$ cat src/rtl/riscv_pkg.sv
// Shared types for the RV32I fetch front end.
//   XLEN          : architectural register / address width
//   INSTR_NOP     : canonical nop (addi x0, x0, 0)
//   fetch_state_e : prefetch sequencer states
//   fetch_entry_t : one buffered fetch, {pc, instr}
package riscv_pkg;

  localparam int XLEN = 32;
  localparam logic [31:0] INSTR_NOP = 32'h0000_0013;

  typedef enum logic [1:0] {
    BOOT  = 2'd0,
    FETCH = 2'd1,
    DRAIN = 2'd2,
    HALT  = 2'd3
  } fetch_state_e;

  typedef struct packed {
    logic [31:0] pc;
    logic [31:0] instr;
  } fetch_entry_t;

endpackage

$ cat src/rtl/instr_prefetch_unit_if.sv
// Bus bundle between the prefetch unit and its neighbours.
//   imem_req_*     : in-order word fetch requests to instruction memory
//   imem_rsp_*     : in-order responses from instruction memory
//   redirect_*     : taken branch / jump target from execute
//   dec_*          : {pc, instr} handshake towards decode
// modport master : prefetch unit side
// modport slave  : environment side (imem, execute, decode)
interface instr_prefetch_unit_if
  import riscv_pkg::*;
();

  logic            imem_req_valid;
  logic            imem_req_ready;
  logic [XLEN-1:0] imem_req_addr;
  logic            imem_rsp_valid;
  logic [31:0]     imem_rsp_data;
  logic            redirect_valid;
  logic [XLEN-1:0] redirect_pc;
  logic            dec_valid;
  logic            dec_ready;
  logic [31:0]     dec_instr;
  logic [XLEN-1:0] dec_pc;

  modport master (
    output imem_req_valid, imem_req_addr, dec_valid, dec_instr, dec_pc,
    input  imem_req_ready, imem_rsp_valid, imem_rsp_data,
    input  redirect_valid, redirect_pc, dec_ready
  );

  modport slave (
    input  imem_req_valid, imem_req_addr, dec_valid, dec_instr, dec_pc,
    output imem_req_ready, imem_rsp_valid, imem_rsp_data,
    output redirect_valid, redirect_pc, dec_ready
  );

endinterface

$ cat src/rtl/prefetch_fifo.sv
// Synchronous FIFO of fetch_entry_t used as the fetch buffer.
//   clk, rst   : clock, asynchronous active-high reset (pointers/count only)
//   push/din   : write one entry (caller guarantees not full)
//   pop        : consume head entry (caller guarantees not empty)
//   flush      : empty the FIFO; wins over push, a same-cycle pop is absorbed
//   head       : current head entry, meaningful only when !empty
//   empty      : no entries held
//   count      : number of entries held (0..DEPTH)
module prefetch_fifo
  import riscv_pkg::*;
#(
  parameter int DEPTH = 4
) (
  input  logic                       clk,
  input  logic                       rst,
  input  logic                       push,
  input  fetch_entry_t               din,
  input  logic                       pop,
  input  logic                       flush,
  output fetch_entry_t               head,
  output logic                       empty,
  output logic [$clog2(DEPTH+1)-1:0] count
);

  localparam int AW = $clog2(DEPTH);
  localparam int CW = $clog2(DEPTH+1);

  fetch_entry_t    mem [DEPTH];
  logic [AW-1:0]   wr_ptr;
  logic [AW-1:0]   rd_ptr;

  // Storage carries no reset; the count qualifies every read.
  always_ff @(posedge clk) begin
    if (push && !flush) mem[wr_ptr] <= din;
  end

  always_ff @(posedge clk or posedge rst) begin
    if (rst) begin
      wr_ptr <= '0;
      rd_ptr <= '0;
      count  <= '0;
    end else if (flush) begin
      wr_ptr <= '0;
      rd_ptr <= '0;
      count  <= '0;
    end else begin
      if (push) wr_ptr <= wr_ptr + AW'(1);
      if (pop)  rd_ptr <= rd_ptr + AW'(1);
      unique case ({push, pop})
        2'b10:   count <= count + CW'(1);
        2'b01:   count <= count - CW'(1);
        default: count <= count;
      endcase
    end
  end

  assign head  = mem[rd_ptr];
  assign empty = (count == '0);

endmodule

$ cat src/rtl/instr_prefetch_unit.sv
// Fetch stage of the RV32I core. Owns the PC, issues in-order word requests
// to instruction memory, buffers returned words in prefetch_fifo and hands
// {pc, instr} to decode. A redirect flushes the buffer and drops responses
// still in flight for the old stream.
//   clk, rst     : clock, asynchronous active-high reset
//   bus (master) : imem request/response, redirect, decode handshake
//   fetch_fault  : sticky misaligned-redirect flag
// Build option: FETCH_MISALIGN_CHECK_EN -- a redirect to a non word-aligned
// target raises fetch_fault and parks the unit in HALT until reset. Without
// it, redirect targets are forced word-aligned and fetch_fault stays 0.
module instr_prefetch_unit
  import riscv_pkg::*;
#(
  parameter int          DEPTH     = 4,
  parameter logic [31:0] RESET_PC  = 32'h0,
  parameter int          MAX_OUTST = 2
) (
  input  logic                  clk,
  input  logic                  rst,
  instr_prefetch_unit_if.master bus,
  output logic                  fetch_fault
);

  localparam int OW = $clog2(MAX_OUTST+1);
  localparam int CW = $clog2(DEPTH+1);

  fetch_state_e    state, state_nxt;
  logic [XLEN-1:0] fetch_pc;
  logic [OW-1:0]   outst;
  logic [OW-1:0]   drop;

  logic            req_valid;
  logic            req_fire;
  logic            credit_ok;
  logic [OW-1:0]   outst_net;
  logic [OW-1:0]   outst_nxt;
  logic            rsp_drop;
  logic            rsp_push;
  logic            redirect_take;
  logic [XLEN-1:0] redir_pc;
  logic [XLEN-1:0] pc_q;

  fetch_entry_t    fifo_din;
  fetch_entry_t    fifo_head;
  logic            fifo_empty;
  logic [CW-1:0]   fifo_count;
  logic            fifo_pop;

`ifdef FETCH_MISALIGN_CHECK_EN
  logic misalign;
  logic fault_q;

  assign redir_pc    = bus.redirect_pc;
  assign misalign    = bus.redirect_valid && (bus.redirect_pc[1:0] != 2'b00) && (state != HALT);
  assign fetch_fault = fault_q;
`else
  assign redir_pc    = bus.redirect_pc & ~32'h3;
  assign fetch_fault = 1'b0;
`endif

  // Every buffered or in-flight fetch owns a FIFO slot, so a response can
  // always be pushed without checking for full.
  assign credit_ok = (int'(fifo_count) + int'(outst)) < DEPTH;
  assign req_fire  = req_valid && bus.imem_req_ready;

  // Requests never fire in a redirect cycle, so the post-redirect in-flight
  // count depends only on a same-cycle response.
  assign outst_net = outst - OW'(bus.imem_rsp_valid);
  assign outst_nxt = outst_net + OW'(req_fire);

  assign redirect_take = bus.redirect_valid && (state != HALT);
  assign rsp_drop      = bus.imem_rsp_valid && (drop != '0);
  assign rsp_push      = bus.imem_rsp_valid && (drop == '0) && (state != HALT);

  // Live requests are always a contiguous run ending at fetch_pc: nothing is
  // issued until every stale response has been dropped.
  assign pc_q = fetch_pc - (32'(outst) << 2);

  assign fifo_din = '{pc: pc_q, instr: bus.imem_rsp_data};
  assign fifo_pop = bus.dec_valid && bus.dec_ready;

  prefetch_fifo #(
    .DEPTH (DEPTH)
  ) u_fifo (
    .clk   (clk),
    .rst   (rst),
    .push  (rsp_push),
    .din   (fifo_din),
    .pop   (fifo_pop),
    .flush (bus.redirect_valid),
    .head  (fifo_head),
    .empty (fifo_empty),
    .count (fifo_count)
  );

  always_ff @(posedge clk or posedge rst) begin
    if (rst) state <= BOOT;
    else     state <= state_nxt;
  end

  always_comb begin
    state_nxt = state;
    req_valid = 1'b0;
    unique case (state)
      BOOT:  state_nxt = FETCH;
      FETCH: begin
        req_valid = (int'(outst) < MAX_OUTST) && credit_ok && !bus.redirect_valid;
        if (bus.redirect_valid && (outst_net != '0)) state_nxt = DRAIN;
      end
      DRAIN: begin
        if (bus.redirect_valid) state_nxt = (outst_net != '0) ? DRAIN : FETCH;
        else if (drop == '0)    state_nxt = FETCH;
      end
      HALT:    state_nxt = HALT;
      default: state_nxt = BOOT;
    endcase
`ifdef FETCH_MISALIGN_CHECK_EN
    if (misalign) begin
      state_nxt = HALT;
      req_valid = 1'b0;
    end
`endif
  end

  always_ff @(posedge clk or posedge rst) begin
    if (rst) begin
      fetch_pc <= RESET_PC;
      outst    <= '0;
      drop     <= '0;
    end else begin
      outst <= outst_nxt;
      if (redirect_take) begin
        fetch_pc <= redir_pc;
        drop     <= outst_net;
      end else begin
        if (req_fire) fetch_pc <= fetch_pc + 32'd4;
        drop <= drop - OW'(rsp_drop);
      end
    end
  end

`ifdef FETCH_MISALIGN_CHECK_EN
  always_ff @(posedge clk or posedge rst) begin
    if (rst)           fault_q <= 1'b0;
    else if (misalign) fault_q <= 1'b1;
  end
`endif

  assign bus.imem_req_valid = req_valid;
  assign bus.imem_req_addr  = fetch_pc;
  assign bus.dec_valid      = !fifo_empty;
  assign bus.dec_instr      = fifo_empty ? 32'h0 : fifo_head.instr;
  assign bus.dec_pc         = fifo_empty ? 32'h0 : fifo_head.pc;

endmodule

$ cat src/flat_wrapper.sv
// flat-port wrapper written by rule: the top's interface ports become plain ports
module instr_prefetch_unit_flat import riscv_pkg::*;
#(
  parameter int          DEPTH     = 4,
  parameter logic [31:0] RESET_PC  = 32'h0,
  parameter int          MAX_OUTST = 2
)
  (clk, rst, fetch_fault, bus_imem_req_valid, bus_imem_req_addr, bus_dec_valid, bus_dec_instr, bus_dec_pc, bus_imem_req_ready, bus_imem_rsp_valid, bus_imem_rsp_data, bus_redirect_valid, bus_redirect_pc, bus_dec_ready);
  instr_prefetch_unit_if bus_i ();
  input  logic clk;
  input  logic rst;
  output logic fetch_fault;
  output wire logic [$bits(bus_i.imem_req_valid)-1:0] bus_imem_req_valid;
  output wire logic [$bits(bus_i.imem_req_addr)-1:0] bus_imem_req_addr;
  output wire logic [$bits(bus_i.dec_valid)-1:0] bus_dec_valid;
  output wire logic [$bits(bus_i.dec_instr)-1:0] bus_dec_instr;
  output wire logic [$bits(bus_i.dec_pc)-1:0] bus_dec_pc;
  input wire logic [$bits(bus_i.imem_req_ready)-1:0] bus_imem_req_ready;
  input wire logic [$bits(bus_i.imem_rsp_valid)-1:0] bus_imem_rsp_valid;
  input wire logic [$bits(bus_i.imem_rsp_data)-1:0] bus_imem_rsp_data;
  input wire logic [$bits(bus_i.redirect_valid)-1:0] bus_redirect_valid;
  input wire logic [$bits(bus_i.redirect_pc)-1:0] bus_redirect_pc;
  input wire logic [$bits(bus_i.dec_ready)-1:0] bus_dec_ready;
  assign bus_imem_req_valid = bus_i.imem_req_valid;
  assign bus_imem_req_addr = bus_i.imem_req_addr;
  assign bus_dec_valid = bus_i.dec_valid;
  assign bus_dec_instr = bus_i.dec_instr;
  assign bus_dec_pc = bus_i.dec_pc;
  assign bus_i.imem_req_ready = bus_imem_req_ready;
  assign bus_i.imem_rsp_valid = bus_imem_rsp_valid;
  assign bus_i.imem_rsp_data = bus_imem_rsp_data;
  assign bus_i.redirect_valid = bus_redirect_valid;
  assign bus_i.redirect_pc = bus_redirect_pc;
  assign bus_i.dec_ready = bus_dec_ready;
  instr_prefetch_unit #(.DEPTH(DEPTH), .RESET_PC(RESET_PC), .MAX_OUTST(MAX_OUTST)) u_core (.clk(clk), .rst(rst), .bus(bus_i), .fetch_fault(fetch_fault));
endmodule
$ cat config.mk
export PLATFORM = sky130hd
export DESIGN_NAME = instr_prefetch_unit_flat
export DESIGN_NICKNAME = d
export VERILOG_FILES = /design/src/rtl/riscv_pkg.sv /design/src/rtl/instr_prefetch_unit_if.sv /design/src/rtl/prefetch_fifo.sv /design/src/rtl/instr_prefetch_unit.sv /design/src/flat_wrapper.sv
export SDC_FILE = /design/constraint.sdc
export NUM_CORES = 1
export LEC_CHECK = 0
export CORE_ASPECT_RATIO = 0.6
export CORE_MARGIN = 2
export CORE_UTILIZATION = 50
export DETAILED_ROUTE_END_ITERATION = 7
export PLACE_DENSITY = 0.81
export SLEW_MARGIN = 20
export SYNTH_ARGS = -nofsm -noshare
export SYNTH_HDL_FRONTEND = slang
export SYNTH_SLANG_ARGS = --single-unit
$ cat constraint.sdc
create_clock -name clk -period 4.3 [get_ports clk]
set_clock_uncertainty 0.2 [all_clocks]
set_input_delay 0.645 -clock clk [delete_from_list [all_inputs] [get_ports clk]]
set_output_delay 0.645 -clock clk [all_outputs]
set_load 0.005 [all_outputs]
# Yosys cells after proc, flatten, opt, wreduce, memory -nomap -nowiden
# Memories as Yosys holds them, arrays and structs flattened.
# Index checks and enable logic that the tools add are counted.
word_totals:
  reg_bits: 45
  latchBits: 0
  mem_bits_rw: 256
  rom_bits: 0
  in_bits: 70
  output_inout_bits: 99
  elab_cells: 69
  n_memories: 1
memory_table:
  columns: ["name", "depth", "width", "read_ports", "rd_clocked_by_memory_dff", "write_ports", "line_no", "source"]
  rows:
  - ["u_core.u_fifo.mem", 4, 64, 1, 0, 1, "prefetch_fifo.sv:28", "fetch_entry_t mem [DEPTH];"]
op_classes:
  add_sub_neg: 10
  multipliers: 0
  div: 0
  order_cmp: 2
  n_eq_ne: 8
  shift: 0
  n_mux: 19
  bitwise_logic: 0
  reduce_logical: 22
ops:
  columns: ["operator", "count"]
  rows:
  - ["32-bit 2-to-1 mux", 4]
  - ["32-bit by 3-bit adder with 32-bit output (second input constant)", 1]
  - ["32-bit by 4-bit < comparator with 1-bit output (second input constant)", 1]
  - ["32-bit by 4-bit subtractor with 32-bit output", 1]
  - ["2-bit 2-to-1 mux", 9]
  - ["1-bit logical AND", 10]
  - ["2-bit nonzero test", 5]
  - ["2-bit case mux with 4 select lines", 1]
  - ["2-bit == test (second input constant)", 3]
  - ["3-bit case mux with 2 select lines", 1]
  - ["2-bit by 1-bit adder with 2-bit output (second input constant)", 2]
  - ["3-bit by 2-bit adder with 4-bit output", 1]
  - ["2-bit by 1-bit == test with 1-bit output (second input constant)", 2]
  - ["2-bit logical NOT", 2]
  - ["2-bit by 1-bit subtractor with 2-bit output", 2]
  - ["3-bit by 1-bit adder with 3-bit output (second input constant)", 1]
  - ["3-bit logical NOT", 1]
  - ["1-bit 2-to-1 mux", 3]
  - ["3-bit 2-to-1 mux", 1]
  - ["3-bit by 2-bit != test with 1-bit output (second input constant)", 1]
  - ["3-bit nonzero test", 1]
  - ["3-bit by 1-bit subtractor with 3-bit output (second input constant)", 1]
  - ["2-bit by 1-bit adder with 2-bit output", 1]
  - ["1-bit logical NOT", 2]
  - ["other kinds (4)", 4]

# Logic depth before layout (Yosys ltp)
# Gate-level depths: netlist (run 1).
depth:
  word_depth: 8
  ltp_mapped: 10
  mapped_depth_nobuf: 9

# Cells and area by module
# From an unflattened synthesis (run 1), not the netlist that was laid out.
hier_totals:
  cells_unflattened: 787
  area_unflattened_um2: 12892.4
by_module_without_submodules:
  columns: ["mod", "instances", "cells_each", "area_each_um2", "seq_area_each_um2"]
  rows:
  - ["prefetch_fifo", 1, 377, 9665.5, 7862.5]
  - ["instr_prefetch_unit", 1, 410, 3226.8, 900.9]

# Worst setup path after synthesis (run 1)
# Ideal clock, no wire load.
synth_path:
  path_kind: "input to register"
  from: "input port bus_imem_rsp_valid"
  to: "memory u_core.u_fifo.mem[0][0] (netlist bit), enable pin"
  setup_time_ns: 0.427
  arrival_time_ns: 2.529
  required_time_ns: 3.673
  setup_slack_ns: 1.145
  path_stages: 3
  n_path_buf: 0
  cell_sequence: "nand3_1 -> nor2_1 -> and2_1"
synth_between:
  elab_chain_len: 5
synth_lines:
  columns: ["element", "line_no", "source"]
  rows:
  - ["start: declaration", "flat_wrapper.sv:19", "input wire logic [$bits(bus_i.imem_rsp_valid)-1:0] bus_imem_rsp_valid;"]
  - ["1-bit logical AND (2 in series)", "instr_prefetch_unit.sv:73", "assign rsp_push = bus.imem_rsp_valid && (drop == '0) && (state != HALT);"]
  - ["1-bit logical AND", "prefetch_fifo.sv:34", "if (push && !flush) mem[wr_ptr] <= din;"]
  - ["1-bit 2-to-1 mux", "prefetch_fifo.sv:34", null]
  - ["1-bit 2-to-1 mux (not written as such)", "prefetch_fifo.sv:34", null]
  - ["end: declaration", "prefetch_fifo.sv:28", null]
# Every way passes these cells.

# Worst setup path in the final report (run 1)
layout_path:
  from: "register u_core.u_fifo.rd_ptr[0]"
  to: "output port bus_dec_pc[23]"
layout_between:
  elab_chain_len: 2
layout_lines:
  columns: ["element", "line_no", "source"]
  rows:
  - ["start: declaration", "prefetch_fifo.sv:30", "logic [AW-1:0] rd_ptr;"]
  - ["start signal: assignment", "prefetch_fifo.sv:48", "if (pop) rd_ptr <= rd_ptr + AW'(1);"]
  - ["memory read 4 x 64 bit", null, null]
  - ["32-bit 2-to-1 mux", "instr_prefetch_unit.sv:153", "assign bus.dec_pc = fifo_empty ? 32'h0 : fifo_head.pc;"]
  - ["end: declaration", "flat_wrapper.sv:17", "output wire logic [$bits(bus_i.dec_pc)-1:0] bus_dec_pc;"]
# Every way passes these cells.

==> reports/results.txt, run 1 <==
status = finished, final reports clean
grt ovf = 0
Top FF cell, synth = edfxtp_1
CP Buf/Inv Count = 2
die height = 127 µm
Core ar. = 25,100 µm²
Max H-tree Level = 1
residual DRC count = 0
Least-Margin Pin Slew = 0.695 ns
dpl cells = 1,241
Final Hold Viols = 0
Clock Path Buffers = 3
die footprint = 26,600 µm²
CP Cell Sequence = buf_4 > mux4_2 > and2_1 > clkdlybuf4s50_1
GRT Total Usage = 0.205
Slowest Stage Delay on Critical Path = 0.71 ns
CTS root buf = clkbuf_16
Via-to-Cell Ratio = 5.54
hold buffer count at CTS = 0
final setup violation count = 0
Yosys warning total = 0
PD cells = 607 nW/µm²
DR pass1 iterations = 6
distinct cell type count after synthesis = 54
Slowest cell on crit path = dfrtp_4
Net count, final = 1,024
CP Launch Type = flop
Syn Area/Cell = 16.1 µm²
area grow syn2layout = 22.6%
DR iter-0 viols = 580
Inserted Clock Buffers = 27
antenna-violating nets left = 0
post-route cell area = 15,500 µm²
WL/cell = 20.7 µm
Yosys reg bits = 291
share of layout cells above drive strength 1 = 0.152
Worst Hold Class = in2async
Post-synth EDFFs = 248
# diodes = 0
PostCTS Resize Cnt = 0
Final HPWL DP = 17,000 µm
largest net degree at the start of global routing = 66
Multi-input gate area = 3820 µm²
Total Neg Setup Slack = 0 ns
Leakage = 0.00510 µW
Tmin final = 3.60 ns
non-filler cells, final = 1,291
worst endpoint required time = 3.45 ns
synthesized area = 12,600 µm²
die width = 209 µm
Initial Util = 0.505
MaxCap Viol Count = 0
setup bufs post-CTS = 0
peak supply drop = 0.308 mV
Max Fclk = 277 MHz
Fill cells = 1,814
Slew Limit Fails = 0
Seq. cell area = 8530 µm²
row cnt = 45
Slew HR = 0.535
Worst setup EP type = output pin
Sink Count = 291
CTS tree = yes
Syn Inst Count = 783
vias post-DR = 7,153
vias in the first global route = 7,110
Area after DPL = 14,600 µm²
I/O pin cnt = 169
critical path class = reg2out
Worst-path clk slew = 0.07 ns
initial antenna violation count = 0
Final period util = 0.838
critical path fanouts, max = 20
RSZ-0062 raised after global routing = no
sequential fraction of the synthesis area = 0.674
first-pass GRT wire length = 41,700 µm
FFs w/ async S/R, synth = 0.148
CP arrival = 2.76 ns
PortBufs = 161
clk_lat worst skew = 0.54 ns
Crit path max-delay family = buffers and inverters
final wirelength = 26,800 µm
GP Congestion = 0.839
final timing paths:
check,to,depth (start not counted),slack [ns],from
hold reg to reg,u_core.u_fifo.wr_ptr[1],2,0.40,u_core.u_fifo.wr_ptr[1]
max in group asynchronous,u_core.u_fifo.rd_ptr[0],3,3.10,rst
setup / recovery,bus_dec_pc[23],4,0.70,u_core.u_fifo.rd_ptr[0]
min in group clk,u_core.u_fifo.wr_ptr[1],2,0.40,u_core.u_fifo.wr_ptr[1]
hold / removal,u_core.bus.imem_req_addr[28],3,0.35,rst
setup reg to reg,u_core.u_fifo.mem[1][54],9,0.99,u_core.bus.imem_req_addr[2]
worst reg2reg max path, cell delays in order, from the launching register on:
cell     delay (ns)
dfrtp_1        0.40
inv_1          0.13
ha_1           0.19
inv_1          0.07
fa_1           0.43
nor4_2         0.26
nand4_2        0.33
or3_1          0.57
nor2_1         0.17
xor2_1         0.35
cells by family (layout without fill, tap and decap cells):
group / after synthesis / in the layout / synth area share
other cells: 1 / 5 / 0.000297
compound gates: 43 / 43 / 0.0197
mux: 67 / 67 / 0.114
xor+xnor: 63 / 63 / 0.0442
simple gates: 231 / 231 / 0.106
fa+ha+maj: 13 / 13 / 0.0141
buf+inv: 74 / 249 / 0.0268
flops: 291 / 291 / 0.674
cell usage in the layout (no fill, tap or decap), types with 15 or more instances in the layout:
cell,count
inv_1,23
xor2_1,15
o21ai_1,19
nand3_1,15
edfxtp_1,248
nor2_1,29
nor3_1,18
clkdlybuf4s50_1,161
clkbuf_16,28
nand2_1,44
and2_1,65
xnor2_1,47
mux4_2,62
dfrtp_1,41
where the power goes:
| group | internal (µW) | total, µW | switching (µW) |
|---|---|---|---|
| combinational | 1720 | 3110 | 1400 |
| clock | 1320 | 2340 | 1020 |
| sequential | 3490 | 3950 | 463 |
| total | 6520 | 9400 | 2880 |
sequential cells by signal, summed over array words and instances (netlist names):
signal	count
u_core.state	2
u_core.bus.imem_req_addr	30
u_core.u_fifo.wr_ptr	2
u_core.u_fifo.count	3
u_core.outst	2
u_core.u_fifo.rd_ptr	2
u_core.u_fifo.mem	248
u_core.drop	2
stage by stage:
step	hold slack, ns	total power, µW	util	worst slack (ns)
2_1_floorplan	0.311	5600	-	1.14
3_3_place_gp	0.374	7050	0.584	1.09
3_5_place_dp	0.390	7140	0.584	0.979
4_1_cts	0.361	9490	0.619	0.562
5_1_grt	0.418	9890	0.619	0.547
6_report	0.350	9400	0.619	0.696
synth_stat cells, types with 3 or more instances:
master | n | area [µm²]
clkbuf_1 | 27 | 101
inv_1 | 24 | 90.1
mux4_2 | 62 | 1400
or4_4 | 3 | 33.8
o21ai_1 | 19 | 95.1
nor3b_1 | 3 | 22.5
xor2_1 | 15 | 131
or3_1 | 5 | 31.3
nor4_2 | 5 | 62.6
and2_1 | 69 | 432
mux2i_1 | 4 | 40.0
buf_4 | 8 | 60.1
o21ai_0 | 11 | 55.1
dfrtp_1 | 43 | 1080
nand4_1 | 8 | 50.1
nand3_1 | 15 | 75.1
xnor2_1 | 47 | 412
edfxtp_1 | 248 | 7450
nand2_1 | 44 | 165
nor3_1 | 18 | 90.1
nor2_1 | 29 | 109
a21oi_1 | 4 | 20.0
nor3_2 | 3 | 30.0
nor4_1 | 7 | 43.8
buf_2 | 13 | 65.1
and4_1 | 3 | 26.3
ha_1 | 11 | 138
area by class of cell:
type,instances,share of cell area
inverter,24,0.00581
sequential,291,0.550
clock buffer,35,0.0469
multi-input combinational,422,0.247
clock inverter,15,0.00855
timing repair buffer,175,0.116
tap,329,0.0265
metal layers:
metal | wire (µm) | vias up | GRT usage
met5 | 0 | - | 0
met4 | 475 | 0 | 0.0412
met3 | 1800 | 32 | 0.0369
met2 | 12000 | 252 | 0.314
met1 | 12600 | 3620 | 0.314
li1 | - | 3249 | -
Power figures use the tool's default switching activity.
==> run 2, diff against run 1 <==
Clock period 4.3 ns to 3.8 ns, I/O delays scaled along.
==> reports/results.txt, run 2 (synthesis gave the netlist of run 1 again) <==
most common cell after layout, fill and taps aside = edfxtp_1
vias post-DR = 7,165
Max H-tree Level = 1
Leakage = 0.00512 µW
CP arrival = 2.73 ns
DR iter-0 viols = 443
die footprint = 26,600 µm²
RR Startpoint = u_core.bus.imem_req_addr[2]
clk_lat worst skew = 0.53 ns
MaxCap Viol Count = 0
Crit path max-delay family = flip-flops
Slowest Stage Delay on Critical Path = 0.73 ns
CP Launch Type = flop
Worst setup EP type = output pin
post-place setup slack = 0.599 ns
Slowest cell on crit path = dfrtp_4
area grow syn2layout = 22.9%
Initial Util = 0.505
worst endpoint required time = 3.03 ns
CTS tree = yes
Net count, final = 1,035
Total Neg Setup Slack = 0 ns
first-pass GRT wire length = 41,900 µm
Worst Hold Class = in2async
hold buffer count at CTS = 0
Worst-path clk slew = 0.06 ns
largest net degree at the start of global routing = 57
Hold WS = 0.291 ns
Biggest register = u_core.u_fifo.mem
PortBufs = 161
Inserted Clock Buffers = 27
Slew Limit Fails = 0
Area after DPL = 14,700 µm²
initial antenna violation count = 0
status = finished, final reports clean
total power draw = 10,500 µW
Largest register FFs = 248
Core ar. = 25,100 µm²
grt ovf = 0
Sink Count = 291
Final WS setup = 0.302 ns
Clock Path Buffers = 3
most frequent cells in the layout = edfxtp_1 (248), clkdlybuf4s50_1 (161), and2_1 (65), mux4_2 (62), xnor2_1 (47)
PD cells = 678 nW/µm²
Max Fclk = 286 MHz
FF-to-FF End = u_core.u_fifo.mem[1][54]
Slew HR = 0.603
I/O pin cnt = 169
Final HPWL DP = 18,000 µm
PostCTS Resize Cnt = 0
critical path class = reg2out
CP Cell Sequence = buf_12 > mux4_2 > and2_1 > clkdlybuf4s50_1
DR pass1 iterations = 4
GRT Total Usage = 0.206
post-route cell area = 15,500 µm²
antenna-violating nets left = 0
Final period util = 0.920
vias in the first global route = 7,320
CTS root buf = clkbuf_16
CP Buf/Inv Count = 2
residual DRC count = 0
Via-to-Cell Ratio = 5.51
Tmin final = 3.50 ns
setup bufs post-CTS = 0
die height = 127 µm
final setup violation count = 0
GP Congestion = 0.825
row cnt = 45
Final Hold Viols = 0
die width = 209 µm
R2R setup slack = 0.55 ns
WL/cell = 20.7 µm
RSZ-0062 raised after global routing = no
Register-to-Register Path Depth = 9
share of layout cells above drive strength 1 = 0.154
# diodes = 0
Least-Margin Pin Slew = 0.593 ns
final wirelength = 26,900 µm
critical path fanouts, max = 22
peak supply drop = 0.385 mV
run 2: cell count changes in the layout (fill, tap and decap cells not counted), moves of 2 or more:
| cell | before | now |
|---|---|---|
| buf_12 | 6 | 8 |
| buf_4 | 8 | 17 |
| clkinv_1 | 3 | 9 |
| clkinv_2 | 8 | 3 |
run 2: worst max path at each step:
stage                                           start                  endpoint  slack (ns)  cells after the start
after global routing          u_core.u_fifo.rd_ptr[0]         bus_dec_instr[13]        0.17                      4
final                         u_core.u_fifo.rd_ptr[0]         bus_dec_instr[13]        0.30                      4
after detailed placement  u_core.bus.imem_req_addr[2]  u_core.u_fifo.mem[0][54]        0.60                      9
after global placement    u_core.bus.imem_req_addr[2]  u_core.u_fifo.mem[0][54]        0.77                      9
after CTS                     u_core.u_fifo.rd_ptr[0]         bus_dec_instr[13]        0.22                      4
after floorplan                        u_core.drop[1]   u_core.u_fifo.mem[0][0]        0.68                      4
run 2: area by class of cell:
| class | count | area (µm²) |
|---|---|---|
| clock buffers | 33 | 698 |
| clock inverters | 15 | 98.8 |
| fillers | 1806 | 9510 |
| inverters | 24 | 90.1 |
| multi-input cells | 422 | 3820 |
| flip-flops and latches | 291 | 8530 |
| well taps | 329 | 412 |
| repair buffers | 186 | 1900 |
run 2: where the power goes:
group          switching [µW]  leakage (µW)  internal, µW
Sequential                523       0.00276          3950
Combinational            1600       0.00198          2000
Clock                    1100      0.000383          1370
run 2: worst register-to-register path: stages, from the launching register on:
cell     delay, ns
dfrtp_1       0.42
inv_1         0.13
ha_1          0.18
inv_1         0.07
fa_1          0.42
nor4_2        0.29
nand4_2       0.18
or3_1         0.51
nor2_1        0.18
xor2_1        0.43
run 2: per-stage QoR:
stage | util | cells
floorplan | - | 787
global placement | 0.589 | 1252
detailed placement | 0.589 | 1252
CTS | 0.620 | 1300
global route | 0.620 | 1300
finish | 0.620 | 1300
run 2: per-layer routing:
layer	routed length [µm]	track usage	part of all wire	vias to the layer above
li1	-	-	-	3277
met1	12500	0.299	0.46	3639
met2	12200	0.322	0.45	213
met3	1730	0.0482	0.064	36
met4	484	0.0450	0.018	0
met5	0	0	0	-
==> run 3, diff against run 2 <==
Settings changed: SKIP_CTS_REPAIR_TIMING from default to 1, TNS_END_PERCENT from default to 5.
==> results of run 3 <==
Same layout as run 2: the final DEF is identical, and so are final timing and power.
